===== src/rtl/seven_seg_pkg.sv =====
// Shared constants for the multiplexed seven-segment seconds counter:
// segment patterns {g,f,e,d,c,b,a} (active-high), BCD digit width, counter widths.
package seven_seg_pkg;

   localparam int unsigned BCD_W      = 4;
   localparam int unsigned PRESCALE_W = 24;
   localparam int unsigned SCAN_W     = 16;
   localparam int unsigned SEG_W      = 7;

   localparam logic [SEG_W-1:0] SEG_0     = 7'h3F;
   localparam logic [SEG_W-1:0] SEG_1     = 7'h06;
   localparam logic [SEG_W-1:0] SEG_2     = 7'h5B;
   localparam logic [SEG_W-1:0] SEG_3     = 7'h4F;
   localparam logic [SEG_W-1:0] SEG_4     = 7'h66;
   localparam logic [SEG_W-1:0] SEG_5     = 7'h6D;
   localparam logic [SEG_W-1:0] SEG_6     = 7'h7D;
   localparam logic [SEG_W-1:0] SEG_7     = 7'h07;
   localparam logic [SEG_W-1:0] SEG_8     = 7'h7F;
   localparam logic [SEG_W-1:0] SEG_9     = 7'h6F;
   localparam logic [SEG_W-1:0] SEG_BLANK = 7'h00;

endpackage


===== src/rtl/seven_segment_counter_mux_seg7.sv =====
// BCD to seven-segment decoder {g,f,e,d,c,b,a}; codes 10-15 decode to blank.
module seg7
   import seven_seg_pkg::*;
(
   input  logic [BCD_W-1:0] bcd,
   output logic [SEG_W-1:0] seg_c
);

   always_comb begin
      seg_c = SEG_BLANK;
      case (bcd)
         4'd0:    seg_c = SEG_0;
         4'd1:    seg_c = SEG_1;
         4'd2:    seg_c = SEG_2;
         4'd3:    seg_c = SEG_3;
         4'd4:    seg_c = SEG_4;
         4'd5:    seg_c = SEG_5;
         4'd6:    seg_c = SEG_6;
         4'd7:    seg_c = SEG_7;
         4'd8:    seg_c = SEG_8;
         4'd9:    seg_c = SEG_9;
         default: seg_c = SEG_BLANK;
      endcase
   end

endmodule


===== src/rtl/seven_segment_counter_mux.sv =====
// Multi-digit BCD up/down seconds counter with time-multiplexed seven-segment drive.
// Optional leading-zero blanking is enabled by defining SEVSEG_LEADING_BLANK_EN.
module seven_segment_counter_mux
   import seven_seg_pkg::*;
#(
   parameter int unsigned           DIGITS     = 4,
   parameter logic [PRESCALE_W-1:0] TICK_COUNT = 24'd10_000_000,
   parameter logic [SCAN_W-1:0]     SCAN_COUNT = 16'd10_000
) (
   input  logic                      clk,
   input  logic                      reset,
   input  logic                      ena,
   input  logic [7:0]                tick_cfg,
   input  logic                      run,
   input  logic                      up_down,
   input  logic                      clear,
   output logic [BCD_W*DIGITS-1:0]   count_bcd,
   output logic                      wrap,
   output logic [DIGITS-1:0]         digit_sel,
   output logic [SEG_W-1:0]          segments,
   output logic                      dp
);

   localparam int unsigned CNT_W = BCD_W * DIGITS;
   localparam int unsigned IDX_W = (DIGITS > 1) ? $clog2(DIGITS) : 1;

   logic [PRESCALE_W-1:0] prescaler_q, prescaler_d;
   logic [CNT_W-1:0]      count_q, count_d;
   logic                  wrap_q, wrap_d;
   logic                  toggle_q, toggle_d;
   logic [SCAN_W-1:0]     scan_q, scan_d;
   logic [IDX_W-1:0]      idx_q, idx_d;
   logic [DIGITS-1:0]     digit_sel_q, digit_sel_d;
   logic [SEG_W-1:0]      segments_q, segments_d;
   logic                  dp_q, dp_d;

   logic [PRESCALE_W-1:0] terminal_c;
   logic                  tick_c;
   logic [DIGITS-1:0]     at_lim_c;
   logic [CNT_W-1:0]      stepped_c;
   logic [BCD_W-1:0]      sel_digit_c;
   logic [SEG_W-1:0]      seg_c;
   logic                  blank_c;

   // >= rather than == so a lowered terminal takes effect on the next cycle
   assign terminal_c = (tick_cfg == 8'd0) ? TICK_COUNT : {6'b0, tick_cfg, 10'b0};
   assign tick_c     = run & (prescaler_q >= terminal_c);

   // Each stage steps only when every lower stage sits at its limit (9 up, 0 down)
   for (genvar i = 0; i < DIGITS; i++) begin : g_bcd
      localparam logic [DIGITS-1:0] LOW_MASK = DIGITS'((64'd1 << i) - 64'd1);
      logic [BCD_W-1:0] cur;
      logic [BCD_W-1:0] nxt;
      logic             carry_in;

      assign cur         = count_q[i*BCD_W +: BCD_W];
      assign at_lim_c[i] = up_down ? (cur == 4'd9) : (cur == 4'd0);
      assign carry_in    = ((at_lim_c & LOW_MASK) == LOW_MASK);
      assign nxt         = up_down ? (at_lim_c[i] ? 4'd0 : cur + 4'd1)
                                   : (at_lim_c[i] ? 4'd9 : cur - 4'd1);
      assign stepped_c[i*BCD_W +: BCD_W] = carry_in ? nxt : cur;
   end

   always_comb begin
      sel_digit_c = '0;
      for (int unsigned i = 0; i < DIGITS; i++) begin
         if (idx_q == IDX_W'(i)) sel_digit_c = count_q[i*BCD_W +: BCD_W];
      end
   end

`ifdef SEVSEG_LEADING_BLANK_EN
   // Blank a position when it and everything above it is zero; digit 0 always shows
   always_comb begin
      blank_c = 1'b0;
      for (int unsigned i = 1; i < DIGITS; i++) begin
         if (idx_q == IDX_W'(i)) blank_c = ((count_q >> (i * BCD_W)) == '0);
      end
   end
`else
   assign blank_c = 1'b0;
`endif

   seg7 u_seg7 (
      .bcd   (sel_digit_c),
      .seg_c (seg_c)
   );

   // Next-state: scan and display path always advance; counter follows clear > tick > hold
   always_comb begin
      prescaler_d = prescaler_q;
      count_d     = count_q;
      wrap_d      = wrap_q;
      toggle_d    = toggle_q;
      scan_d      = scan_q;
      idx_d       = idx_q;
      digit_sel_d = digit_sel_q;
      segments_d  = segments_q;
      dp_d        = dp_q;

      if (ena) begin
         if (scan_q == SCAN_COUNT - SCAN_W'(1)) begin
            scan_d = '0;
            idx_d  = (idx_q == IDX_W'(DIGITS - 1)) ? '0 : idx_q + IDX_W'(1);
         end else begin
            scan_d = scan_q + SCAN_W'(1);
         end

         digit_sel_d = DIGITS'(1) << idx_q;
         segments_d  = blank_c ? SEG_BLANK : seg_c;
         dp_d        = toggle_q & (idx_q == '0);
         wrap_d      = 1'b0;

         if (clear) begin
            count_d     = '0;
            prescaler_d = '0;
         end else begin
            if (run) prescaler_d = tick_c ? '0 : prescaler_q + PRESCALE_W'(1);
            if (tick_c) begin
               count_d  = stepped_c;
               wrap_d   = &at_lim_c;
               toggle_d = ~toggle_q;
            end
         end
      end
   end

   always_ff @(posedge clk or posedge reset) begin
      if (reset) begin
         prescaler_q <= '0;
         count_q     <= '0;
         wrap_q      <= 1'b0;
         toggle_q    <= 1'b0;
         scan_q      <= '0;
         idx_q       <= '0;
         digit_sel_q <= DIGITS'(1);
         segments_q  <= '0;
         dp_q        <= 1'b0;
      end else begin
         prescaler_q <= prescaler_d;
         count_q     <= count_d;
         wrap_q      <= wrap_d;
         toggle_q    <= toggle_d;
         scan_q      <= scan_d;
         idx_q       <= idx_d;
         digit_sel_q <= digit_sel_d;
         segments_q  <= segments_d;
         dp_q        <= dp_d;
      end
   end

   assign count_bcd = count_q;
   assign wrap      = wrap_q;
   assign digit_sel = digit_sel_q;
   assign segments  = segments_q;
   assign dp        = dp_q;

endmodule


===== config.mk =====
export PLATFORM = sky130hd
export DESIGN_NAME = seven_segment_counter_mux
export DESIGN_NICKNAME = d
export VERILOG_FILES = /design/src/rtl/seven_seg_pkg.sv /design/src/rtl/seven_segment_counter_mux_seg7.sv /design/src/rtl/seven_segment_counter_mux.sv
export SDC_FILE = /design/constraint.sdc
export NUM_CORES = 1
export LEC_CHECK = 0
export BUFFER_PORTS_ARGS = -buffer_cell sky130_fd_sc_hd__buf_2
export CAP_MARGIN = 20
export CORE_MARGIN = 1.5
export CORE_UTILIZATION = 35
export CTS_BUF_LIST = sky130_fd_sc_hd__clkbuf_8
export DETAILED_ROUTE_END_ITERATION = 8
export HOLD_SLACK_MARGIN = 0.08
export PLACE_DENSITY = 0.49
export SLEW_MARGIN = 20
export SYNTH_ARGS = -nofsm -noshare
export SYNTH_HDL_FRONTEND = slang
export SYNTH_HIERARCHICAL = 1
export SYNTH_SLANG_ARGS = --single-unit
export TNS_END_PERCENT = 100

===== constraint.sdc =====
create_clock -name clk -period 3.3 [get_ports clk]
set_input_delay 0.33 -clock clk [delete_from_list [all_inputs] [get_ports clk]]
set_output_delay 0.33 -clock clk [all_outputs]
set_load 0.05 [all_outputs]

# == Yosys cells after proc, flatten, opt, wreduce, memory -nomap -nowiden ==
# Memory sizes are Yosys's and may differ from the RTL's. A register that Yosys moved wholly into a read port is not among the register bits.
# Cells that the tools add are included.
# classes
eq_ne,10
n_reduce_logical,19
order_cmp,1
bitwise,4
mux,33
n_addsub,11
shift,1
# ops
operator,count
24-bit two-way mux,4
4-bit two-way mux,19
16-bit two-way mux,3
"24-bit by 1-bit adder with 24-bit output, second input constant",1
24-bit greater-or-equal comparator,1
"16-bit by 1-bit adder with 16-bit output, second input constant",1
"4-bit by 1-bit adder with 4-bit output, second input constant",4
"16-bit by 14-bit == test with 1-bit output, second input constant",1
"4-bit == test, second input constant",4
4-bit logical NOT,4
"4-bit by 1-bit subtractor with 4-bit output, second input constant",4
3-bit AND reduction,4
2-bit nonzero test,5
8-bit logical NOT,1
"2-bit == test, second input constant",3
1-bit two-way mux,6
2-bit AND reduction,3
4-bit AND reduction,1
"1-bit by 2-bit << shifter with 4-bit output, first input constant",1
"3-bit == test, second input constant",1
"2-bit by 1-bit adder with 2-bit output, second input constant",1
1-bit AND,2
"2-bit by 1-bit == test with 1-bit output, second input constant",1
2-bit logical NOT,1
other kinds (2),3
# totals
rom_bits,112
word_cells,91
output_inout_bits,29
n_memories,1
register_bits,65
in_bits,14
# mem_list
memory,depth,width,read_ports,rd_clocked_by_memory_dff,wr,line,rtl
(name not given),16,7,1,1,0,seven_segment_counter_mux_seg7.sv:11,case (bcd)

# == Logic depth before layout (Yosys ltp) ==
# Gate-level depths: netlist of run 1.
# depth
word_depth,7
depth_mapped,14
ltp_nobuf,14

# == Hierarchy ==
# Netlist of run 1, hierarchy kept.
# by_module_without_submodules
mod,cells_per_inst,n_inst,seq_area_each_um2,area_per_inst_um2
seven_segment_counter_mux,510,1,1803.0,4575.6
seg7,28,1,0.0,220.2

# == Least setup slack after synthesis of run 1 ==
# OpenSTA, ideal clock, no wires.
# synth_path
path_kind,input -> register
from,input tick_cfg[3]
to,"register count_q[10], in the netlist count_bcd[10]"
t_required_ns,3.182
stages,12
setup_ns,0.118
arrival_time_ns,2.560
path_slack_ns,0.622
path_buffers,1
path_cell_list,nor4_1 -> nand2_1 -> nor2_1 -> inv_1 -> ha_1 -> and4b_1 -> nand4_1 -> o21ai_0 -> a21oi_2 -> buf_4 -> o311a_1 -> a21o_1
# synth_via
elab_chain_len,6
# synth_lines
item,line,rtl
from (decl),seven_segment_counter_mux.sv:13,"input logic [7:0] tick_cfg,"
8-bit logical NOT,seven_segment_counter_mux.sv:46,"assign terminal_c = (tick_cfg == 8'd0) ? TICK_COUNT : {6'b0, tick_cfg, 10'b0};"
24-bit two-way mux (*),seven_segment_counter_mux.sv:46,
24-bit greater-or-equal comparator (*),seven_segment_counter_mux.sv:47,assign tick_c = run & (prescaler_q >= terminal_c);
1-bit AND (*),seven_segment_counter_mux.sv:47,
2-bit nonzero test (no line) (*),-,
3-bit AND reduction (no line) (*),-,
to (signal assigned),seven_segment_counter_mux.sv:140,count_q <= count_d;
to (decl),seven_segment_counter_mux.sv:28,"logic [CNT_W-1:0] count_q, count_d;"
# Every way passes the cells marked *; elsewhere a longest branch is shown, timed or not.
# A chain may end at the register's enable or synchronous reset.

# == Worst setup path in the final report of run 1 ==
# layout_path
from,input tick_cfg[3]
to,register prescaler_q[14]
# layout_via
elab_chain_len,7
# layout_lines
item,line,rtl
8-bit logical NOT,seven_segment_counter_mux.sv:46,
24-bit two-way mux (*),seven_segment_counter_mux.sv:46,
24-bit greater-or-equal comparator (*),seven_segment_counter_mux.sv:47,
1-bit AND (*),seven_segment_counter_mux.sv:47,
24-bit two-way mux (*) (2 in series),seven_segment_counter_mux.sv:117,if (run) prescaler_d = tick_c ? '0 : prescaler_q + PRESCALE_W'(1);
24-bit two-way mux (*),seven_segment_counter_mux.sv:113,if (clear) begin
to (signal assigned),seven_segment_counter_mux.sv:139,prescaler_q <= prescaler_d;
to (decl),seven_segment_counter_mux.sv:27,"logic [PRESCALE_W-1:0] prescaler_q, prescaler_d;"
# Every way passes the cells marked *; elsewhere a longest branch is shown, timed or not. The select of a mux whose other input is x is not followed.

==> results of run 1 <==
==> layer usage <==
metal  wire [um]  GRT usage (%)  part of all wire (%)  up-vias
li1            -              -                     -     1962
met1        5746          24.00                    51     1886
met2        4987          25.79                    44       66
met3         563          4.990                   5.0        2
met4          46          3.348                  0.41        0
met5           0              0                     0        -
==> stage by stage <==
stage               cells  worst slack (ns)  instance area, um^2  hold slack, ns
CTS                   765            0.5886                 5443          0.3451
global placement      748            0.2830                 5226          0.4455
global route          765            0.3411                 5443          0.3499
finish                765            0.5641                 5443          0.3596
floorplan             538            0.6221                 4796          0.4463
detailed placement    748            0.2088                 5226          0.4655
==> final timing paths <==
path | start | endpoint | slack, ns | cells after the start
worst max-delay path | tick_cfg[3] | prescaler_q[14]$_DFFE_PP0P_ | 0.56 | 13
worst min-delay path | run | prescaler_q[8]$_DFFE_PP0P_ | 0.36 | 3
worst max register to register | count_bcd[0]$_DFFE_PP0P_ | count_bcd[12]$_DFFE_PP0P_ | 0.71 | 8
worst min register to register | scan_q[15]$_DFFE_PP0P_ | scan_q[15]$_DFFE_PP0P_ | 0.48 | 1
max in group asynchronous | reset | digit_sel[0]$_DFFE_PP1P_ | 1.91 | 4
min in group asynchronous | reset | wrap$_DFFE_PP0P_ | 0.60 | 3
==> power by group through the flow <==
stage                     registers (uW)  clock network [uW]  logic [uW]
final                               1040                 739         429
after global placement              1060                   0         426
after global routing                1060                 808         480
after floorplan                     1090                   0         288
after detailed placement            1060                   0         432
after CTS                           1040                 778         434
==> state kept, by name, indices dropped and copies added (netlist names) <==
| name | count |
|---|---|
| dp | 1 |
| toggle_q | 1 |
| count_bcd | 16 |
| scan_q | 16 |
| idx_q | 2 |
| prescaler_q | 24 |
| digit_sel | 4 |
| segments | 7 |
| wrap | 1 |
==> kinds of logic (layout without fill, tap and decap cells) <==
family	count (synthesis)	in the layout	share of synthesized area, %
xor gates and xnor gates	43	43	7.853
muxes	19	19	4.305
AOI/OAI and AO/OA	103	103	13.93
and+or+nand+nor	205	205	21.21
buffers and inverters	58	109	5.192
adders and majority gates	38	38	9.914
DFF	72	72	37.59
==> area by class of cell <==
class,count,area [um^2]
clock buffer,11,151.4
clock inverter,5,55.05
fill,1342,7853
inverter,37,138.9
multi-input combinational,408,2744
sequential,72,1803
tap,176,220.2
timing repair buffer,56,330.3
==> placed cells by master, fill, tap and decap left out, drive strengths merged, types with 3 or more instances in the layout <==
cell    count
o32ai       3
a31oi       4
o22ai      11
nand2b      7
nand3      23
mux2i       6
o21ai      23
nor3        8
nand2      51
nor2       67
or3         4
nand4       9
a21o        9
clkbuf     11
ha         38
and3       10
o21bai      3
a211oi      3
inv        36
dfrtp      71
buf        55
or2         4
nor4        4
xnor2      25
a21oi      27
clkinv      3
xor2       18
mux2       13
o211ai      3
and4        3
==> what timing repair did <==
item | CTS | global route
hold buffers | 1 | 0
hold endpoints to repair | 27 | 0
setup buffers | 0 | 0
==> worst max-delay path, stage by stage <==
cell and delay (ns):
buf_2 0.10, nor4_1 0.34, nand2_1 0.09, nor2_1 0.15, inv_1 0.11, ha_1 0.31, and4b_1 0.20, nand4_1 0.11
o21ai_0 0.30, a21oi_2 0.16, a21oi_2 0.50, buf_12 0.22, nor2_1 0.05
==> results.txt, run 1 <==
final setup vio count - 0
Initial DRT Pass Iterations - 4
H-Tree Depth - 3
CTS buffer count - 9
Yosys reg bits - 72
Startpoint Class - input pin
core area - 13,300 um^2
hpwl dp - 8344 um
crit share post-route - 82.91%
outcome - completed
Syn Area/Cell - 8.914 um^2
clock share of power - 33.4%
Cell Area, Synth - 4796 um^2
layout cells sized above 1 - 17.15%
PortBufs - 42
top cells by area, synth - dfrtp_1, ha_1, nor2_1
most frequent cell after synthesis - dfrtp_1
global-route wire length before repair - 19,470 um
Core Util, Final - 40.94%
CTS tree - yes
synth unique cells - 63
final setup TNS - 0 ns
total clock sinks - 72
Yosys top cell area share - 37.05%
worst-margin pin slew - 0.7825 ns
Hold Vio Cnt, Final - 0
number of global-route vias before repair - 3,872
number of flops mapped to enable cells by yosys - 0
WS Path Type - input pin to flip-flop
Max-cap violations - 0
Most used DFF post-synth - dfrtp_1
proportion of synthesized chip area in sequential cells - 37.59%
HP Class - input pin to flip-flop
die area - 14,410 um^2
Critical Path End Type - flip-flop
overflow left after global routing - 0
Post-Syn Instances - 538
RSZ-0062 raised after global routing - false
async set-reset flop share out of synthesis - 100.0%
Root Buffer - clkbuf_8
fin. max-slew vios - 0
worst rel slew slack - 47.64%
post-synth net total - 590
ANT nets after route - 0
Resized cells post-CTS - 0
Routability Congestion - 0.8471
CP Data Arrival Time - 2.99 ns
die width - 120.1 um
post-DR vias/cell - 5.119
1st-iter DRT viols - 172
clock buffer depth - 2
Worst-Skew Late Latency - 0.37 ns
FMAX - 365.5 MHz
minimum clock period - 2.736 ns
Flop pwr share - 47.2%
total chip power - 2212 uW
io pins - 43
required time of the critical path - 3.55 ns
Switch Pwr - 712.0 uW
Static Leakage - 0.002475 uW
die height - 120.1 um
largest net degree at the start of global routing - 30
Starting Density - 36.07%
Clock transition at path regs - 0.07 ns
internal power - 1500 uW
fin nets - 636
Antenna Cells - 0
commonest cells in the netlist - dfrtp_1, nor2_1, nand2_1
all-layer global routing usage - 16.97%
num rows - 42
DRC - 0
Combinational Power Share - 19.4%
Crit Path Max Fanout - 14
sw frac - 32.19%
antenna violations before repair - 0
Final Skew - 0.01025 ns
peak supply drop - 0.2805 mV
Vias - 3,916
Pwr Density - 406.4 nW/um^2
Synthesis Warnings - 6
cell taking the most area after synthesis - dfrtp_1
Post-Route WL - 11,340 um
routed len/inst - 14.83 um
area grow syn2layout - 13.49%
No activity file was read; power rests on OpenSTA's default activity.
==> run 2, diff against run 1 <==
Clock period 3.3 ns to 2.6 ns, I/O delays scaled along.
==> results.txt, run 2 (synthesis results as in run 1) <==
outcome - completed
Pwr Density - 510.7 nW/um^2
required time of the critical path - 2.90 ns
HP Start - ena
die height - 120.1 um
Static Leakage - 0.002634 uW
all-layer global routing usage - 17.14%
Buffers & Inverters on Critical Path - 4
Antenna Cells - 0
Reg with most FFs - prescaler_q
HP Class - input pin to flip-flop
post-DR vias/cell - 5.013
FMAX - 410.1 MHz
most frequent cells in the layout - dfrtp_1, nor2_1, nand2_1
met3 WL post-DR - 541 um
worst rel slew slack - 56.80%
wire length on met1 - 5843 um
worst-margin pin slew - 0.6471 ns
Crit Path Max Fanout - 21
total clock sinks - 72
Multi-input gate area - 2773 um^2
hold-critical path depth - 3
Hold Vio Cnt, Final - 0
Worst-Skew Late Latency - 0.37 ns
die width - 120.1 um
highest routed layer - met4
cell mode on critical path - a21oi_2
Max-cap violations - 0
Starting Density - 36.07%
number of global-route vias before repair - 3,949
Root Buffer - clkbuf_8
worst r2r src - count_bcd[1]$_DFFE_PP0P_
io pins - 43
routed len/inst - 14.46 um
fin nets - 665
layout cells sized above 1 - 21.68%
Clock transition at path regs - 0.08 ns
CTS tree - yes
WS Path Type - input pin to flip-flop
critical path's top delay family - simple AND/OR/NAND/NOR gates
peak supply drop - 0.2965 mV
Routability Congestion - 0.8098
1st-iter DRT viols - 119
overflow left after global routing - 0
DRC - 0
Initial DRT Pass Iterations - 4
# fillers - 1,373
Min Hold Slack - 0.2495 ns
hpwl dp - 8341 um
Critical Path End Type - flip-flop
fin. max-slew vios - 0
CP Cell Sequence - buf_2, nor4_4, nand2_1, nor2_2, inv_1, ha_1, or3_1, a211oi_1, o211ai_1, a21oi_2, buf_4, a21oi_2, buf_12, nor2_1
global-route wire length before repair - 19,550 um
ANT nets after route - 0
sequential cell area - 1803 um^2
reg2reg setup slack - 0.22 ns
crit share post-route - 93.78%
minimum clock period - 2.438 ns
H-Tree Depth - 3
area grow syn2layout - 19.20%
PortBufs - 42
Startpoint Class - input pin
Worst path slowest cell - or3_1
most common cell after layout, fill and taps aside - dfrtp_1
R2R depth - 8
core area - 13,300 um^2
final setup vio count - 0
antenna violations before repair - 0
Vias - 3,980
total chip power - 2920 uW
Post-Route WL - 11,480 um
RR Endpoint - count_bcd[12]$_DFFE_PP0P_
largest net degree at the start of global routing - 43
Final Skew - 0.004330 ns
worst hold endpoint - scan_q[2]$_DFFE_PP0P_
CTS buffer count - 9
met2 routed WL - 4987 um
clock buffer depth - 2
num rows - 42
die area - 14,410 um^2
CP Data Arrival Time - 2.73 ns
max FFs per register - 24
slowest stage delay, CP - 0.33 ns
## run 2: how the worst max path moves through the flow
stage | from | slack, ns | cells after the start | to
final | tick_cfg[3] | 0.16 | 14 | prescaler_q[2]$_DFFE_PP0P_
after global routing | tick_cfg[3] | -0.002 | 14 | prescaler_q[18]$_DFFE_PP0P_
after CTS | idx_q[0]$_DFFE_PP0P_ | 0.09 | 13 | segments[5]$_DFFE_PP0P_
after detailed placement | tick_cfg[3] | -0.28 | 14 | prescaler_q[2]$_DFFE_PP0P_
after global placement | tick_cfg[3] | -0.29 | 12 | count_bcd[15]$_DFFE_PP0P_
after floorplan | tick_cfg[3] | 0.008 | 13 | prescaler_q[10]$_DFFE_PP0P_
## run 2: routing by layer
metal | up-vias | track usage (%)
li1 | 2018 | -
met1 | 1893 | 23.81
met2 | 62 | 26.25
met5 | - | 0
met4 | 0 | 4.018
met3 | 7 | 5.038
## run 2: power breakdown
group	switching, uW	total, uW	internal [uW]
sequential	95.1	1300	1200
clock	462	1000	541
combinational	375	621	246
total	932	2920	1990
## run 2: worst register-to-register path: cells and delay by family, from the launching register on
| family | cells | cell delay, ns |
|---|---|---|
| fa+ha+maj | 1 | 0.22 |
| compound gates | 4 | 0.92 |
| flops | 1 | 0.40 |
| buf+inv | 1 | 0.13 |
| simple gates | 2 | 0.59 |
## run 2: final cells by class
type	instances	area share [%]
multi-input cells	408	48.50
flip-flops and latches	72	31.54
repair buffers	85	9.805
well taps	176	3.852
inverters	37	2.429
clock buffers	9	2.167
clock inverters	7	1.707
## run 2: through the flow
step / setup TNS [ns] / utilization (%) / instances / worst slack [ns] / cell area [um^2]
after CTS: 0 / 42.78 / 794 / 0.09005 / 5688
after detailed placement: -9.849 / 41.04 / 777 / -0.2845 / 5456
final: 0 / 43.00 / 794 / 0.1616 / 5717
after global placement: -9.116 / 41.04 / 777 / -0.2864 / 5456
after floorplan: 0 / - / 538 / 0.008458 / 4796
after global routing: -0.001716 / 43.00 / 794 / -0.001716 / 5717
## run 2: repair_timing
action | CTS | global route
endpoints found under the hold margin | 29 | 0
buffers inserted | 0 | 0
hold buffers | 1 | 0
resized for setup | 0 | 8
setup endpoints to repair | 0 | 46
==> run 3, diff against run 2 <==
Settings changed: CORE_ASPECT_RATIO from default to 0.7, RECOVER_POWER from default to 50.
==> results.txt, run 3 (synthesis results as in run 1) <==
outcome - completed
fin. max-slew vios - 0
max FFs per register - 24
largest net degree at the start of global routing - 41
antenna violations before repair - 0
total clock sinks - 72
Vias - 3,978
Core Util, Final - 42.51%
DRC - 0
Flop pwr share - 47.8%
DP Area - 5468 um^2
hpwl dp - 8637 um
Post-Layout Cell Count - 803
num rows - 35
die height - 100.9 um
sw frac - 35.07%
die area - 14,420 um^2
FMAX - 407.4 MHz
Worst-Skew Late Latency - 0.37 ns
# fillers - 1,337
Critical Path End Type - flip-flop
crit share post-route - 94.40%
1st-iter DRT viols - 163
Pwr Density - 489.6 nW/um^2
peak supply drop - 0.3799 mV
area grow syn2layout - 17.61%
sequential cell area - 1803 um^2
Root Buffer - clkbuf_8
RSZ-0062 raised after global routing - false
Max-cap violations - 0
Crit Path Max Fanout - 5
worst rel slew slack - 19.04%
number of global-route vias before repair - 3,758
PortBufs - 42
Initial DRT Pass Iterations - 4
core area - 13,270 um^2
Starting Density - 36.14%
Final Skew - 0.01596 ns
post-route cell area - 5640 um^2
Antenna Cells - 0
setup ws final - 0.1455 ns
placed cell count - 786
CTS buffer count - 9
internal power - 1793 uW
overflow left after global routing - 0
minimum clock period - 2.454 ns
fin nets - 665
clock share of power - 31.3%
Post-Route WL - 11,510 um
most frequent cells in the layout - dfrtp_1, nor2_1, nand2_1
Clock transition at path regs - 0.09 ns
reg2reg setup slack - 0.15 ns
Hold Vio Cnt, Final - 0
clock buffer depth - 2
Static Leakage - 0.002565 uW
global-route wire length before repair - 19,270 um
Combinational Power Share - 20.9%
io pins - 43
Multi-input gate area - 2759 um^2
most common cell after layout, fill and taps aside - dfrtp_1
post-DR vias/cell - 4.954
final setup vio count - 0
routed len/inst - 14.34 um
die width - 142.9 um
all-layer global routing usage - 17.12%
Place WS - -0.3090 ns
Reg with most FFs - prescaler_q
CTS tree - yes
worst-margin pin slew - 1.213 ns
WS Path Type - flip-flop to flip-flop
Routability Congestion - 0.8267
H-Tree Depth - 3
required time of the critical path - 2.85 ns
ANT nets after route - 0
layout cells sized above 1 - 18.61%
CP Data Arrival Time - 2.71 ns
Switch Pwr - 968.6 uW
HP Class - input pin to flip-flop
Startpoint Class - flip-flop
[run 3: cell types whose count changed in the layout (fill, tap and decap cells not counted), moves of 2 or more]
cell,previous run,this run
bufinv_16,2,0
clkinvlp_4,1,3
clkbuf_1,0,15
buf_2,42,29
buf_4,40,38
clkinv_4,3,0
inv_6,0,3
[run 3: path summary, 6_finish.rpt]
check	from	cells after the start	endpoint
max in group asynchronous	reset	4	prescaler_q[1]$_DFFE_PP0P_
min in group asynchronous	reset	3	wrap$_DFFE_PP0P_
max	count_bcd[1]$_DFFE_PP0P_	7	count_bcd[5]$_DFFE_PP0P_
min	run	3	prescaler_q[8]$_DFFE_PP0P_
min reg2reg	scan_q[15]$_DFFE_PP0P_	1	scan_q[15]$_DFFE_PP0P_
max reg2reg	count_bcd[1]$_DFFE_PP0P_	7	count_bcd[5]$_DFFE_PP0P_
[run 3: cell type report]
type,count,area share [%]
inverters,37,2.462
flip-flops and latches,72,31.97
repair buffers,85,9.295
clock buffers,9,2.196
clock inverters,7,1.065
multi-input cells,408,48.91
well taps,185,4.104
[run 3: metrics by stage]
step	TNS (ns)	hold slack [ns]	total power (uW)
6_report	0	0.2919	2762
5_1_grt	0	0.3008	2919
4_1_cts	0	0.2698	2805
3_5_place_dp	-8.683	0.4227	1920
3_3_place_gp	-6.479	0.4213	1911
2_1_floorplan	0	0.4463	1744
[run 3: layer usage]
| metal | global-route usage, % | part of all wire, % | up-vias |
|---|---|---|---|
| met4 | 4.520 | 0.96 | 0 |
| met3 | 4.988 | 5.8 | 11 |
| li1 | - | - | 2021 |
| met1 | 25.37 | 53 | 1875 |
| met2 | 23.93 | 40 | 71 |
| met5 | 0 | 0 | - |
[run 3: worst max-delay path, cell delays in order, from the launching register on]
cell and delay [ns]:
dfrtp_1 0.40, inv_1 0.12, ha_1 0.22, or4b_4 0.49, a21o_1 0.22, buf_4 0.17, o21ai_1 0.34, mux2_2 0.39
[run 3: repair_timing]
item / in CTS / in global routing
buffers inserted: 0 / 0
hold endpoints to repair: 31 / 0
endpoints found under the setup margin: 0 / 44
hold buffers: 1 / 0
resized for setup: 0 / 3
[run 3: power groups by stage]
| stage | clock network (uW) | registers [uW] | logic (uW) |
|---|---|---|---|
| final | 865 | 1320 | 577 |
| after global routing | 946 | 1330 | 638 |
| after CTS | 904 | 1320 | 584 |
| after detailed placement | 0 | 1340 | 583 |
| after global placement | 0 | 1340 | 573 |
| after floorplan | 0 | 1380 | 365 |
